`src/rtl/torreta_pkg.sv`:
```
// Shared types and constants for the turret serial arbiter.
package torreta_pkg;

    localparam int unsigned BYTE_W  = 8;
    localparam int unsigned FRAME_W = 32;
    localparam int unsigned LEN_W   = 2;

    localparam logic [BYTE_W-1:0] DELIMITADOR = 8'h23;

    typedef enum logic [3:0] {
        OCIOSO       = 4'd0,
        CONCEDE      = 4'd1,
        ENVIA        = 4'd2,
        ESPERA       = 4'd3,
        DELIM        = 4'd4,
        ESPERA_DELIM = 4'd5,
        FIM          = 4'd6,
        ABORTA       = 4'd7
    } estado_t;

    // Byte idx of a frame; idx 3 is the most-significant byte.
    function automatic logic [BYTE_W-1:0] sel_byte(input logic [FRAME_W-1:0] frame,
                                                   input logic [LEN_W-1:0]   idx);
        logic [BYTE_W-1:0] b;
        case (idx)
            2'd0:    b = frame[7:0];
            2'd1:    b = frame[15:8];
            2'd2:    b = frame[23:16];
            default: b = frame[31:24];
        endcase
        return b;
    endfunction

endpackage

```
`src/rtl/torreta_rr_arbitro.sv`:
```
// Combinational round-robin winner selection for the serial arbiter.
// With TORRETA_PRIORIDADE_AMEACA_EN defined, requester 0 (threat alert)
// always wins; the rest share round-robin order.
module torreta_rr_arbitro
    import torreta_pkg::*;
#(
    parameter int unsigned N_REQ = 3,
    parameter int unsigned IDX_W = (N_REQ > 1) ? $clog2(N_REQ) : 1
) (
    input  logic [N_REQ-1:0] req_i,
    input  logic [IDX_W-1:0] ptr_i,
    output logic             valid_o,
    output logic [N_REQ-1:0] win_onehot_o,
    output logic [IDX_W-1:0] win_idx_o
);

    int unsigned pos;

    // Search upward from the pointer, wrapping at N_REQ-1; first hit wins.
    always_comb begin
        valid_o      = 1'b0;
        win_idx_o    = '0;
        win_onehot_o = '0;
        pos          = 0;
`ifdef TORRETA_PRIORIDADE_AMEACA_EN
        if (req_i[0]) begin
            valid_o   = 1'b1;
            win_idx_o = '0;
        end
`endif
        for (int unsigned k = 0; k < N_REQ; k++) begin
            pos = (32'(ptr_i) + k) % N_REQ;
            if (!valid_o && req_i[IDX_W'(pos)]) begin
                valid_o   = 1'b1;
                win_idx_o = IDX_W'(pos);
            end
        end
        if (valid_o) begin
            win_onehot_o[win_idx_o] = 1'b1;
        end
    end

endmodule

```
`src/rtl/torreta_arbitro_serial.sv`:
```
// Shares the single UART transmitter among N_REQ frame requesters.
// Frames of 1-4 bytes are sent MSB-first and terminated by '#'.
// Optional build macro: TORRETA_PRIORIDADE_AMEACA_EN (requester 0 always wins).
module torreta_arbitro_serial
    import torreta_pkg::*;
#(
    parameter int unsigned N_REQ   = 3,
    parameter int unsigned TIMEOUT = 50000
) (
    input  logic                       clock,
    input  logic                       reset,
    input  logic [N_REQ-1:0]           req,
    input  logic [N_REQ*FRAME_W-1:0]   dados,
    input  logic [N_REQ*LEN_W-1:0]     tamanho,
    output logic [N_REQ-1:0]           grant,
    output logic                       tx_partida,
    output logic [BYTE_W-1:0]          tx_dados,
    input  logic                       tx_pronto,
    output logic                       fim_envio,
    output logic                       erro_timeout,
    output logic                       ocupado,
    output logic [3:0]                 db_estado
);

    localparam int unsigned IDX_W = (N_REQ > 1) ? $clog2(N_REQ) : 1;
    localparam int unsigned CNT_W = (TIMEOUT > 2) ? $clog2(TIMEOUT) : 1;
    localparam logic [CNT_W-1:0] CNT_LIM = CNT_W'(TIMEOUT - 1);

    estado_t              estado_q, estado_d;
    logic [IDX_W-1:0]     ptr_q, ptr_d;
    logic [IDX_W-1:0]     win_q, win_d;
    logic [FRAME_W-1:0]   frame_q, frame_d;
    logic [LEN_W-1:0]     idx_q, idx_d;
    logic [CNT_W-1:0]     cnt_q, cnt_d;
    logic [N_REQ-1:0]     grant_q, grant_d;
    logic                 partida_q, partida_d;
    logic [BYTE_W-1:0]    tx_dados_q, tx_dados_d;
    logic                 fim_q, fim_d;
    logic                 erro_q, erro_d;
    logic                 ocupado_q, ocupado_d;

    logic                 rr_valid;
    logic [N_REQ-1:0]     rr_onehot;
    logic [IDX_W-1:0]     rr_idx;
    logic [FRAME_W-1:0]   cap_frame;
    logic [LEN_W-1:0]     cap_len;
    logic [CNT_W-1:0]     cnt_inc;
    logic [IDX_W-1:0]     ptr_after;

    torreta_rr_arbitro #(
        .N_REQ (N_REQ),
        .IDX_W (IDX_W)
    ) u_rr (
        .req_i        (req),
        .ptr_i        (ptr_q),
        .valid_o      (rr_valid),
        .win_onehot_o (rr_onehot),
        .win_idx_o    (rr_idx)
    );

    // Payload and length slice of the registered winner.
    always_comb begin
        cap_frame = '0;
        cap_len   = '0;
        for (int unsigned i = 0; i < N_REQ; i++) begin
            if (IDX_W'(i) == win_q) begin
                cap_frame = dados[i*FRAME_W +: FRAME_W];
                cap_len   = tamanho[i*LEN_W +: LEN_W];
            end
        end
    end

    // Pointer value once the current frame ends.
    always_comb begin
        ptr_after = (win_q == IDX_W'(N_REQ - 1)) ? '0 : IDX_W'(win_q + 1'b1);
`ifdef TORRETA_PRIORIDADE_AMEACA_EN
        if (win_q == '0) begin
            ptr_after = ptr_q;
        end
`endif
    end

    assign cnt_inc = cnt_q + 1'b1;

    // Next-state and registered-output decode.
    always_comb begin
        estado_d   = estado_q;
        ptr_d      = ptr_q;
        win_d      = win_q;
        frame_d    = frame_q;
        idx_d      = idx_q;
        cnt_d      = cnt_q;
        grant_d    = '0;
        partida_d  = 1'b0;
        tx_dados_d = tx_dados_q;
        fim_d      = 1'b0;
        erro_d     = 1'b0;
        case (estado_q)
            OCIOSO: begin
                if (rr_valid) begin
                    win_d    = rr_idx;
                    grant_d  = rr_onehot;
                    estado_d = CONCEDE;
                end
            end
            CONCEDE: begin
                frame_d    = cap_frame;
                idx_d      = cap_len;
                partida_d  = 1'b1;
                tx_dados_d = sel_byte(cap_frame, cap_len);
                estado_d   = ENVIA;
            end
            ENVIA: begin
                cnt_d    = '0;
                estado_d = ESPERA;
            end
            ESPERA: begin
                if (tx_pronto) begin
                    partida_d = 1'b1;
                    if (idx_q != '0) begin
                        idx_d      = idx_q - 1'b1;
                        tx_dados_d = sel_byte(frame_q, idx_q - 1'b1);
                        estado_d   = ENVIA;
                    end else begin
                        tx_dados_d = DELIMITADOR;
                        estado_d   = DELIM;
                    end
                end else if (cnt_inc == CNT_LIM) begin
                    erro_d   = 1'b1;
                    estado_d = ABORTA;
                end else begin
                    cnt_d = cnt_inc;
                end
            end
            DELIM: begin
                cnt_d    = '0;
                estado_d = ESPERA_DELIM;
            end
            ESPERA_DELIM: begin
                if (tx_pronto) begin
                    fim_d    = 1'b1;
                    estado_d = FIM;
                end else if (cnt_inc == CNT_LIM) begin
                    erro_d   = 1'b1;
                    estado_d = ABORTA;
                end else begin
                    cnt_d = cnt_inc;
                end
            end
            FIM, ABORTA: begin
                ptr_d    = ptr_after;
                estado_d = OCIOSO;
            end
            default: begin
                estado_d = OCIOSO;
            end
        endcase
        ocupado_d = (estado_d != OCIOSO);
    end

    // State, frame and output registers.
    always_ff @(posedge clock or negedge reset) begin
        if (!reset) begin
            estado_q   <= OCIOSO;
            ptr_q      <= '0;
            win_q      <= '0;
            frame_q    <= '0;
            idx_q      <= '0;
            cnt_q      <= '0;
            grant_q    <= '0;
            partida_q  <= 1'b0;
            tx_dados_q <= '0;
            fim_q      <= 1'b0;
            erro_q     <= 1'b0;
            ocupado_q  <= 1'b0;
        end else begin
            estado_q   <= estado_d;
            ptr_q      <= ptr_d;
            win_q      <= win_d;
            frame_q    <= frame_d;
            idx_q      <= idx_d;
            cnt_q      <= cnt_d;
            grant_q    <= grant_d;
            partida_q  <= partida_d;
            tx_dados_q <= tx_dados_d;
            fim_q      <= fim_d;
            erro_q     <= erro_d;
            ocupado_q  <= ocupado_d;
        end
    end

    assign grant        = grant_q;
    assign tx_partida   = partida_q;
    assign tx_dados     = tx_dados_q;
    assign fim_envio    = fim_q;
    assign erro_timeout = erro_q;
    assign ocupado      = ocupado_q;
    assign db_estado    = estado_q;

endmodule

```
`config.mk`:
```
export PLATFORM = sky130hd
export DESIGN_NAME = torreta_arbitro_serial
export DESIGN_NICKNAME = d
export VERILOG_FILES = /design/src/rtl/torreta_pkg.sv /design/src/rtl/torreta_rr_arbitro.sv /design/src/rtl/torreta_arbitro_serial.sv
export SDC_FILE = /design/constraint.sdc
export NUM_CORES = 1
export LEC_CHECK = 0
export BUFFER_PORTS_ARGS = -buffer_cell sky130_fd_sc_hd__buf_2
export CORE_ASPECT_RATIO = 1.4
export CORE_MARGIN = 10
export CORE_UTILIZATION = 30
export DETAILED_ROUTE_END_ITERATION = 7
export HOLD_SLACK_MARGIN = 0.15
export PLACE_DENSITY = 0.5
export SETUP_SLACK_MARGIN = 0.5
export SLEW_MARGIN = 5
export SYNTH_ARGS = -nofsm -noshare
export SYNTH_HDL_FRONTEND = slang
export SYNTH_SLANG_ARGS = --single-unit
```
`constraint.sdc`:
```
create_clock -name clock -period 2.6 [get_ports clock]
set_input_delay 0.52 -clock clock [delete_from_list [all_inputs] [get_ports clock]]
set_output_delay 0.52 -clock clock [all_outputs]
set_load 0.01 [all_outputs]
```
==> flow_summary_export.csv <==
group,metric,value,unit
run_status,status,"completed",
final_layout,nets,769,
drt,antenna_left,0,
floorplan,die_x,122,um
cts,cts_buffer_depth,2,
synth,synth_async_sr_flop_share,100,%
drt,drc,0,
global_route,antenna_found_initial,0,
synth,synth-compound-area-share,22.9,%
flow_run,max-cap-violations,0,
worst_setup_path,worstReg2RegStart,"cnt_q[0]$_DFFE_PN0P_",
final_layout,final_common_cell,"buf_2",
cts,numCtsBuffers,9,
worst_setup_path,path_cells,"nand3_2 -> or4_4 -> mux2i_4 -> a41o_4 -> a32o_2 -> or3b_1",
synth,synth_top_family_by_area,"compound AO/OA/AOI/OAI gates",
synth,ys_seq_area_share,37.2,%
worst_setup_path,slowest_stage,"or4_4",
worst_setup_path,ff2ff_setup_slack,0.33,ns
floorplan,core,0.0144,mm^2
floorplan,start_util,30.4,%
worst_setup_path,crit_end,"ocupado$_DFF_PN0_",
synth,synth_top_area_share,37.2,%
drt,wl,15.5,mm
worst_setup_path,r2r_cells,6,
sta,rsz0062_at_grt,"yes",
pwr,peakVddDrop,447,uV
sta,min_period,2.27,ns
sta,max_freq,441,MHz
worst_setup_path,cp.depth,6,
hold_path,hold_path_class,"input port to asynchronous set/reset pin",
final_layout,n_antenna_cell,0,
drt,dr.first_iter.drc_count,277,
floorplan,placementRows,52,
worst_setup_path,critPathCaptureType,"flop",
synth,yosys_warnings,0,
sta,layout_setup_ws,0.334,ns
worst_setup_path,r2r-end,"ocupado$_DFF_PN0_",
global_route,grt_pass1_vias,4718,
synth,synth_simple_gate_area_share,17.2,%
drt,vias,4492,
cts,clock_sinks,65,
final_layout,mostFrequentLayoutCells,"126 x buf_2, 59 x dfrtp_1, 50 x buf_4",
worst_setup_path,critPathBufInv,0,
sta,tightest_slew,0.796,ns
synth,synthAdderAreaFrac,2.57,%
worst_setup_path,required,2.81,ns
sta,hold_violations,0,
synth,synth.avg_cell_area,9.06,um^2
cts,cts_tree,"done",
final_layout,area_delta_synth_final,48.2,%
global_route,grt_use_total,14.5,%
sta,slew_violations,0,
synth,synth.distinct_cells,60,
worst_setup_path,cp_max_fo,6,
floorplan,die_height,163,um
placement,gp_congestion,0.872,
synth,synth_xor_area_share,1.00,%
synth,ys.flop_type,"dfrtp_1",
drt,via_per_inst,5.31,
worst_setup_path,cp.arrival,2.47,ns
global_route,grt_max_degree,51,
worst_setup_path,crit_family,"simple AND/OR/NAND/NOR gates",
sta,final.setup.tns,0,ns
placement,pre_cts_ws,0.0769,ns
synth,synth_fp_nets,600,
worst_setup_path,cp-start-kind,"flop",
synth,ys_top_cells_by_area,"dfrtp_1 37%, mux2i_1 8.2%, a21oi_1 5.5%, mux2_2 5.1%, a22oi_1 4.5%",
global_route,grt_pass1_wl,23.4,mm
final_layout,drive_gt1_share,47.5,%
worst_setup_path,setup.worst_path.class,"flop to flop",
floorplan,io_pins,127,
worst_setup_path,cp_slowest_stage_delay,0.53,ns
cts,cts_root_buffer,"clkbuf_16",
cts,cts-hold-fix-buffers,0,
floorplan,dieArea,0.0199,mm^2
placement,numPortBuffers,126,
sta,skew,0.00675,ns
pwr,p_leak,0.00284,uW
synth,netlist_area,0.00438,mm^2
sta,finalCritPeriodShare,87.2,%
sta,setup_viol,0,
synth,synth_seq_cells,65,
drt,drt-pass1-iter-count,5,
pwr,p_per_area,1070,mW/mm^2
global_route,grt-ovfl-total,0,
cts,htreeDepth,3,
synth,yosys-mux-area-fraction,13.9,%
synth,synth_cells,483,
cts,clkTransAtPathRegs,0.06,ns
cts,clkLatencyLatePin,0.33,ns
worst_setup_path,crit_path_start,"cnt_q[0]$_DFFE_PN0P_",
drt,wl_per_cell,18.3,um
placement,hpwlAfterDp,10.7,mm
synth,synth_edf_count,0,
sta,relSlewSlack,46.9,%
synth,yosysTopAreaCell,"dfrtp_1",
-- synth_stat cells, drive strengths merged, types with 8 or more instances --
master and n:
nand2 36, o31ai 8, a21oi 48, ha 9, buf 22, nand3 14, nor2 49, mux2i 37
clkbuf 17, mux2 20, inv 13, a22oi 26, nand4 8, dfrtp 65, a211oi 9
-- routing by layer --
| metal | up-vias | wire, um | global-route usage, % |
|---|---|---|---|
| met5 | - | 0 | 0 |
| met4 | 0 | 376 | 6.12 |
| met3 | 27 | 602 | 2.67 |
| met2 | 131 | 8500 | 27.0 |
| met1 | 2189 | 6030 | 15.5 |
| li1 | 2145 | - | - |
-- registers in the layout, summed over array words and instances (netlist names) --
register / cells
erro_timeout: 1
grant: 3
tx_partida: 1
idx_q: 2
ocupado: 1
win_q: 2
ptr_q: 2
cnt_q: 16
frame_q: 24
tx_dados: 8
db_estado: 4
fim_envio: 1
-- worst min path at each step --
stage / start / endpoint / slack (ns) / cells past startpoint
floorplan: reset / cnt_q[0]$_DFFE_PN0P_ / 0.22 / 0
global placement: tx_dados[0]$_DFFE_PN0P_ / tx_dados[0]$_DFFE_PN0P_ / 0.46 / 2
detailed placement: tx_dados[5]$_DFFE_PN0P_ / tx_dados[5]$_DFFE_PN0P_ / 0.47 / 2
CTS: reset / cnt_q[13]$_DFFE_PN0P_ / 0.31 / 1
global route: reset / db_estado[0]$_DFF_PN0_ / 0.34 / 1
finish: reset / grant[0]$_DFF_PN0_ / 0.28 / 1
-- power by group --
part | leakage (uW) | internal [uW] | total, uW | switching, uW
clock | 0.000142 | 765 | 1220 | 455
combinational | 0.00193 | 1970 | 4000 | 2030
sequential | 0.000768 | 1390 | 1700 | 314
-- final cells by class --
class	count	area, um^2
Multi-Input combinational cell	366	2940
Fill cell	1420	7890
Clock buffer	11	243
Tap cell	189	236
Sequential cell	65	1630
Clock inverter	5	55.1
Timing Repair Buffer	197	1330
Inverter	13	48.8
-- logic make-up (layout without fill, tap and decap cells) --
| logic type | count (synthesis) | count (layout) |
|---|---|---|
| DFF | 65 | 65 |
| and+or+nand+nor | 151 | 151 |
| muxes | 57 | 57 |
| other | 1 | 1 |
| AOI/OAI and AO/OA | 143 | 143 |
| buffers and inverters | 52 | 226 |
| xor gates and xnor gates | 5 | 5 |
| adders and majority gates | 9 | 9 |
-- stage by stage --
step           hold WS [ns]  utilization [%]  cells  cell area, um^2  power, uW
3_3_place_gp          0.462             36.7    782             5280       4480
4_1_cts               0.310             41.2    818             5930       6000
2_1_floorplan         0.224                -    483             4390       3640
5_1_grt               0.339             45.1    846             6480       7400
6_report              0.280             45.1    846             6480       6920
3_5_place_dp          0.474             36.7    782             5280       4520
-- what timing repair did --
item,CTS,global route
gates cloned,0,3
pin swaps,13,20
endpoints found under the setup margin,22,22
hold endpoints to repair,0,0
buffers inserted,20,25
resized for setup,38,67
Power figures use the tool's default switching activity.
